--- config.mk ---
export PLATFORM = sky130hd
export DESIGN_NAME = data_mem_responder
export DESIGN_NICKNAME = d
export VERILOG_FILES = /design/src/rtl/vec_mem_pkg.sv /design/src/rtl/data_mem_responder.sv
export SDC_FILE = /design/constraint.sdc
export NUM_CORES = 1
export LEC_CHECK = 0
export CORE_ASPECT_RATIO = 2
export CORE_UTILIZATION = 50
export CTS_CLUSTER_DIAMETER = 60
export DETAILED_ROUTE_END_ITERATION = 10
export HOLD_SLACK_MARGIN = 0.06
export PLACE_DENSITY = 0.81
export REMOVE_ABC_BUFFERS = 1
export SKIP_LAST_GASP = 1
export SYNTH_ARGS = -nofsm -noshare
export SYNTH_HDL_FRONTEND = slang
export SYNTH_SLANG_ARGS = --single-unit
--- constraint.sdc ---
create_clock -name clk -period 3.1 [get_ports clk]
set_clock_uncertainty 0.2 [all_clocks]
set_input_delay 0.775 -clock clk [delete_from_list [all_inputs] [get_ports clk]]
set_output_delay 0.775 -clock clk [all_outputs]
set_load 0.1 [all_outputs]
--- src/rtl/vec_mem_pkg.sv ---
// Shared types and constants for the vector MEM-stage data responder.
package vec_mem_pkg;

    typedef enum logic [1:0] {
        IDLE  = 2'd0,
        XFER  = 2'd1,
        DRAIN = 2'd2,
        DONE  = 2'd3
    } state_e;

    localparam int BYTES     = 6;
    localparam int BYTE_W    = 8;
    localparam int DATA_W    = BYTES * BYTE_W;
    // Each word occupies an 8-byte slot; the byte counter fills the low bits.
    localparam int STRIDE_SH = 3;

endpackage

--- src/rtl/data_mem_responder.sv ---
// Serializes one 48-bit MEM-stage load/store into byte accesses on a byte-wide
// synchronous RAM and stalls the pipeline until the one-cycle acknowledge.
module data_mem_responder #(
    parameter int ADDR_W = 10,
    parameter int BYTES  = 6,
    parameter int RAM_AW = ADDR_W + 3
) (
    input  logic                 clk,
    input  logic                 rst,
    input  logic                 memReqM,
    input  logic                 memWriteM,
    input  logic [ADDR_W-1:0]    addrM,
    input  logic [8*BYTES-1:0]   WDM,
    output logic [8*BYTES-1:0]   RD,
    output logic                 memAck,
    output logic                 stallM,
    output logic                 ram_en,
    output logic                 ram_we,
    output logic [RAM_AW-1:0]    ram_addr,
    output logic [7:0]           ram_wdata,
    input  logic [7:0]           ram_rdata
);
    import vec_mem_pkg::*;

    localparam int WORD_W = BYTE_W * BYTES;
    localparam int CNT_W  = STRIDE_SH;
    localparam logic [CNT_W-1:0] LAST = CNT_W'(BYTES - 1);

    state_e              state_q, state_d;
    logic [CNT_W-1:0]    cnt_q, cnt_d;
    logic [ADDR_W-1:0]   addr_q, addr_d;
    logic [WORD_W-1:0]   wdata_q, wdata_d;
    logic                we_q, we_d;
    logic [WORD_W-1:0]   asm_q, asm_d;
    logic [WORD_W-1:0]   rd_q, rd_d;

    always_ff @(posedge clk or negedge rst) begin
        if (!rst) begin
            state_q <= IDLE;
            cnt_q   <= '0;
            addr_q  <= '0;
            wdata_q <= '0;
            we_q    <= 1'b0;
            asm_q   <= '0;
            rd_q    <= '0;
        end else begin
            state_q <= state_d;
            cnt_q   <= cnt_d;
            addr_q  <= addr_d;
            wdata_q <= wdata_d;
            we_q    <= we_d;
            asm_q   <= asm_d;
            rd_q    <= rd_d;
        end
    end

    always_comb begin
        state_d = state_q;
        cnt_d   = cnt_q;
        addr_d  = addr_q;
        wdata_d = wdata_q;
        we_d    = we_q;
        asm_d   = asm_q;
        rd_d    = rd_q;
        case (state_q)
            IDLE: begin
                if (memReqM) begin
                    addr_d  = addrM;
                    wdata_d = WDM;
                    we_d    = memWriteM;
                    cnt_d   = '0;
                    state_d = XFER;
                end
            end
            XFER: begin
                cnt_d = cnt_q + 1'b1;
                // Read data lags the address by one cycle, so byte cnt-1 arrives now.
                if (!we_q) begin
                    for (int k = 1; k < BYTES; k++) begin
                        if (cnt_q == CNT_W'(k))
                            asm_d[BYTE_W*(k-1) +: BYTE_W] = ram_rdata;
                    end
                end
                if (cnt_q == LAST)
                    state_d = we_q ? DONE : DRAIN;
            end
            DRAIN: begin
                asm_d[BYTE_W*(BYTES-1) +: BYTE_W] = ram_rdata;
                // RD only ever takes a complete word, loaded as DONE is entered.
                rd_d    = {ram_rdata, asm_q[WORD_W-BYTE_W-1:0]};
                state_d = DONE;
            end
            DONE: begin
                state_d = IDLE;
            end
            default: begin
                state_d = IDLE;
            end
        endcase
    end

    always_comb begin
        ram_en    = (state_q == XFER);
        ram_we    = (state_q == XFER) && we_q;
        ram_addr  = RAM_AW'({addr_q, cnt_q});
        ram_wdata = '0;
        for (int k = 0; k < BYTES; k++) begin
            if (cnt_q == CNT_W'(k))
                ram_wdata = wdata_q[BYTE_W*k +: BYTE_W];
        end
    end

    assign memAck = (state_q == DONE);
    assign stallM = memReqM & ~memAck;
    assign RD     = rd_q;

endmodule

==> flow_summary_export.csv, run 1 <==
group,metric,value,unit
die,fp.dieH,162,um
route,totalWireLength,14200,um
sta,worst_hold_slack,0.0803,ns
cells_and_area,fill_cells,851,
route,via_per_inst,5.47,
sta,rsz0062_at_grt,"true",
place,hpwl,9780,um
clock_network,h-tree-depth,4,
yosys,syn_area,6380,um2
setup_path,crit_arrival,2.14,ns
grt,grt_max_degree,59,
die,die_area,13300,um2
place,dp_worst_setup_slack,0.151,ns
die,ios,143,
sta,max_freq,321,MHz
cells_and_area,area_growth,36.8,%
setup_path,path_class,"reg -> out",
clock_network,clockBufferDepth,2,
setup_path,reg2reg_depth,5,
die,rows,58,
route,wl_per_cell,19.4,um
cells_and_area,mostFrequentLayoutCell,"dfrtp_1",
sta,setup_violations,1,
setup_path,cp_data_required_time,2.12,ns
cells_and_area,antenna_cells,0,
grt,gr-total-overflow,0,
clock_network,clock_sinks,152,
grt,grt_usage,22.4,%
outcome,status,"finished with violations",
cells_and_area,seq_area,3810,um2
yosys,avgSynthCellArea,15.4,um2
yosys,synth_cells,415,
route,vias,4007,
clock_network,cts_root_buf,"clkbuf_16",
die,die_w,81.9,um
clock_network,clkTransAtPathRegs,0.06,ns
clock_network,numCtsBuffers,17,
cells_and_area,final_cell_mix,"dfrtp_1 (150), mux2_2 (131), buf_4 (74)",
run,drv_cap,0,
sta,tightest_slew,0.646,ns
sta,period_needed,3.11,ns
yosys,ys_seq_area_share,59.6,%
sta,fin_ws,-0.0106,ns
route,ant_nets,0,
sta,maxSlewHeadroom,56.9,%
sta,final_max_slew_viol_count,0,
route,drtIter0Drc,136,
cells_and_area,layout.nets,648,
clock_network,clock_latency,0.41,ns
sta,min_period_over_period,100,%
cells_and_area,drive_above_1_share,52.1,%
place,placed_area,7870,um2
yosys,yosys_warnings,0,
route,drc,0,
yosys,ys_ff_latch,152,
grt,first_global_vias,4382,
route,dr.pass1.iters,4,
place,gp_congestion,0.864,
cells_and_area,multi_input_area,2490,um2
cells_and_area,finalInstanceArea,8740,um2
grt,antenna_found_initial,0,
clock_network,cts_tree,"done",
outcome,violations,"negative setup slack",
setup_path,cp-end-kind,"primary output",
sta,timing.final.hold_violations,0,
grt,grt_pass1_wl,22000,um
yosys,ys_types,35,
place,io_buffers,142,
clock_network,hold_buffers,0,
die,coreArea,12500,um2
die,initial_core_util,51.2,%
hold_path,hold_path_class,"in -> async",
setup_path,critPathLaunchType,"register",
setup_path,path_max_fanout,8,
[cell usage after synthesis (all sizes together)]
| cell type | n | area share [%] |
|---|---|---|
| a211o | 8 | 1.1 |
| a21bo | 1 | 0.16 |
| a21oi | 8 | 0.63 |
| a221oi | 8 | 1.1 |
| a31oi | 1 | 0.098 |
| a32o | 9 | 1.4 |
| and2 | 3 | 0.29 |
| and3 | 2 | 0.35 |
| buf | 23 | 2.6 |
| clkbuf | 2 | 0.14 |
| dfrtp | 152 | 60 |
| ha | 9 | 1.8 |
| inv | 14 | 0.82 |
| mux2 | 148 | 27 |
| mux2i | 1 | 0.16 |
| nand2 | 6 | 0.39 |
| nand2b | 1 | 0.098 |
| nand3 | 2 | 0.43 |
| nand3b | 8 | 0.94 |
| nor2 | 1 | 0.059 |
| nor2b | 3 | 0.41 |
| o21ai | 3 | 0.24 |
| o22a | 1 | 0.14 |
| or2 | 1 | 0.098 |
[worst paths after layout]
path / startpoint / slack, ns / to
max: cnt_q[0] / -0.01 / ram_wdata[0]
max reg2reg: state_q[1] / 0.92 / asm_q[7]
min reg2reg: asm_q[27] / 0.30 / RD[27]
min in group clk: asm_q[27] / 0.30 / RD[27]
max in group asynchronous: rst / 1.94 / cnt_q[1]
min: rst / 0.08 / RD[46]
[per-layer routing]
layer | share of wire, % | vias to the layer above | GRT usage [%]
met1 | 35 | 2056 | 23.6
met2 | 59 | 134 | 40.8
met3 | 3.8 | 29 | 4.66
li1 | - | 1788 | -
met4 | 2.5 | 0 | 10.3
met5 | 0 | - | 0
[cell type report]
type | instances | area share [%]
multi-input combinational | 224 | 28.5
inverter | 14 | 0.601
tap | 150 | 2.15
sequential | 152 | 43.6
clock buffer | 20 | 5.11
clock inverter | 12 | 2.43
timing repair buffer | 160 | 17.6
[critical path, cell delays in order, from the launching register on]
cell	delay [ns]
dfrtp_2	0.46
ha_4	0.19
ha_4	0.16
or2_4	0.30
a221oi_2	0.21
a211o_1	0.21
buf_12	0.19
[stage by stage]
step	std cells	util, %	setup TNS [ns]
3_3_place_gp	692	63.1	0
2_1_floorplan	390	-	-5.42
3_5_place_dp	692	63.1	0
6_report	732	70.0	-0.0106
4_1_cts	728	69.3	-0.118
5_1_grt	732	70.0	-0.290
[state kept, by name, indices dropped and copies added (netlist names)]
signal / cells
state_q: 2
addr_q: 10
cnt_q: 3
wdata_q: 48
asm_q: 40
RD: 48
we_q: 1
[cells by family after synthesis]
kind of cell	share of synthesized area (%)
mux	27.2
buf+inv	3.53
simple gates	3.08
fa+ha+maj	1.76
compound gates	4.86
flops	59.6
[timing repair]
action                                  CTS  global route
buffers inserted                          4             3
hold endpoints to repair                  0             0
gates cloned                              0             1
endpoints found under the setup margin    8             8
pin swaps                                 7             7
gates resized for setup                  20            17
Power of run 1 is left out: the tool's default activity adds up to more than one toggle a clock period on the data nets, which glitch-free logic cannot reach.
==> inputs of run 2 (changes only) <==
CORE_UTILIZATION = 45   (was 50)
PLACE_DENSITY = 0.77   (was 0.81)
clock period = 2.7 ns   (was 3.1 ns; I/O delays follow)
==> run 2 against run 1 <==
The run still ends with negative setup slack left. Worst hold slack better by 0.22 ns. Flip-flop and latch count stayed put. Routed wire length is 7.1% higher. Sequential share of layout area is 0.68 points lower. Critical path depth is 1 higher. Register-to-register slack worse by 0.34 ns. Setup slack worse by 0.32 ns. Count of clock-buffer cells in the layout is 2 lower. Critical endpoint unchanged.
==> flow_summary_export.csv, run 2 (synthesis gave the netlist of run 1 again) <==
group,metric,value,unit
sta,setup_violations,8,
run,drv_cap,0,
route,ant_nets,0,
outcome,status,"finished with violations",
setup_path,crit_path_cell_trace,"buf_6 > ha_4 > buf_12 > nand3b_1 > a221oi_2 > a211o_1 > buf_12",
outcome,violations,"negative setup slack",
hold_path,hold_path_class,"reg -> reg",
cells_and_area,area_growth,39.0,%
cells_and_area,fill_cells,1050,
cells_and_area,finalInstanceArea,8870,um2
die,rows,61,
die,coreArea,13900,um2
place,placed_area,7960,um2
sta,period_needed,3.03,ns
route,drtIter0Drc,133,
setup_path,path_max_fanout,9,
place,hpwl,9940,um
setup_path,cp_slowest_stage_delay,0.42,ns
clock_network,clkTransAtPathRegs,0.07,ns
sta,fin_ws,-0.332,ns
cells_and_area,final_cell_mix,"dfrtp_1 (151), mux2_2 (131), buf_4 (73)",
cells_and_area,seq_area,3800,um2
grt,grt_pass1_wl,23200,um
setup_path,cp_data_required_time,1.82,ns
sta,min_period_over_period,112,%
setup_path,cp_slowest_cell,"dfrtp_1",
clock_network,clock_latency,0.41,ns
setup_path,r2r_slack,0.58,ns
die,die_area,14700,um2
sta,timing.final.hold_violations,0,
setup_path,critPathLaunchType,"register",
route,drc,0,
cells_and_area,fin_util,63.9,%
clock_network,cts_root_buf,"clkbuf_16",
grt,first_global_vias,4541,
grt,grt_max_degree,60,
cells_and_area,multi_input_area,2480,um2
die,die_w,86.2,um
die,ios,143,
die,initial_core_util,46.0,%
setup_path,cp-end-kind,"primary output",
cells_and_area,drive_above_1_share,52.1,%
grt,grt_usage,21.3,%
clock_network,cts_tree,"done",
setup_path,rr_startpoint,"cnt_q[0]",
grt,gr-total-overflow,0,
setup_path,path_class,"reg -> out",
cells_and_area,mostFrequentLayoutCell,"dfrtp_1",
hold_path,holdPathEnd,"wdata_q[22]",
sta,tightest_slew,0.526,ns
setup_path,reg2reg_depth,7,
route,via_per_inst,5.30,
die,fp.dieH,170,um
sta,final_max_slew_viol_count,0,
setup_path,crit_arrival,2.16,ns
route,wl_per_cell,19.6,um
setup_path,cp_common_cell,"buf_12",
route,dr.pass1.iters,4,
setup_path,r2r_end,"state_q[1]",
place,dp_worst_setup_slack,-0.0654,ns
setup_path,crit_start,"cnt_q[0]",
clock_network,clock_sinks,152,
clock_network,numCtsBuffers,17,
place,gp_congestion,0.791,
sta,worst_hold_slack,0.304,ns
grt,antenna_found_initial,0,
hold_path,whs_path_depth,1,
place,io_buffers,142,
hold_path,hp-start,"wdata_q[22]",
sta,maxSlewHeadroom,64.9,%
route,vias,4110,
sta,rsz0062_at_grt,"true",
cells_and_area,antenna_cells,0,
cells_and_area,layout.nets,654,
route,totalWireLength,15200,um
clock_network,clockBufferDepth,2,
clock_network,h-tree-depth,4,
sta,max_freq,330,MHz
==> run 2: layer usage <==
metal,routed length [um],up-vias,global-route usage [%]
li1,-,1811,-
met1,5260,2093,21.8
met2,8710,165,38.7
met3,696,41,5.09
met4,550,0,12.3
met5,0,-,0
==> run 2: critical path, delay by kind of cell, from the launching register on <==
kind                       cells  cell delay [ns]
adders and majority gates      1             0.19
buffers and inverters          3             0.47
AOI/OAI and AO/OA              2             0.47
DFF                            1             0.42
and+or+nand+nor                1             0.18
==> run 2: per-stage QoR <==
| step | instances | setup TNS [ns] |
|---|---|---|
| after floorplan | 390 | -10.41 |
| after global placement | 732 | 0 |
| after detailed placement | 732 | -0.361 |
| after CTS | 772 | -2.24 |
| after global routing | 776 | -2.83 |
| final | 776 | -2.35 |
==> run 2: worst max path at each step <==
stage	endpoint	slack (ns)	cells past startpoint
2_1_floorplan	ram_wdata[0]	-0.93	5
3_3_place_gp	ram_wdata[7]	0.03	6
3_5_place_dp	ram_wdata[7]	-0.07	6
4_1_cts	ram_wdata[4]	-0.30	7
5_1_grt	ram_wdata[7]	-0.37	7
6_report	ram_wdata[0]	-0.33	7
==> run 2: area by class of cell <==
type                       instances  area share, %
tap                              189           2.66
clock inverter                    13           1.92
inverter                          14          0.649
clock buffer                      18           4.95
sequential                       152           42.9
multi-input combinational        224           28.0
timing repair buffer             166           18.9
==> run 2: what timing repair did <==
item / 4_1_cts / 5_1_grt
cloned: 2 / 3
hold buffers: 1 / 0
pin swaps: 10 / 10
resized for setup: 33 / 11
setup endpoints to repair: 8 / 9
buffers inserted: 6 / 1
hold endpoints to repair: 54 / 0
Power of run 2 is left out for the same reason.
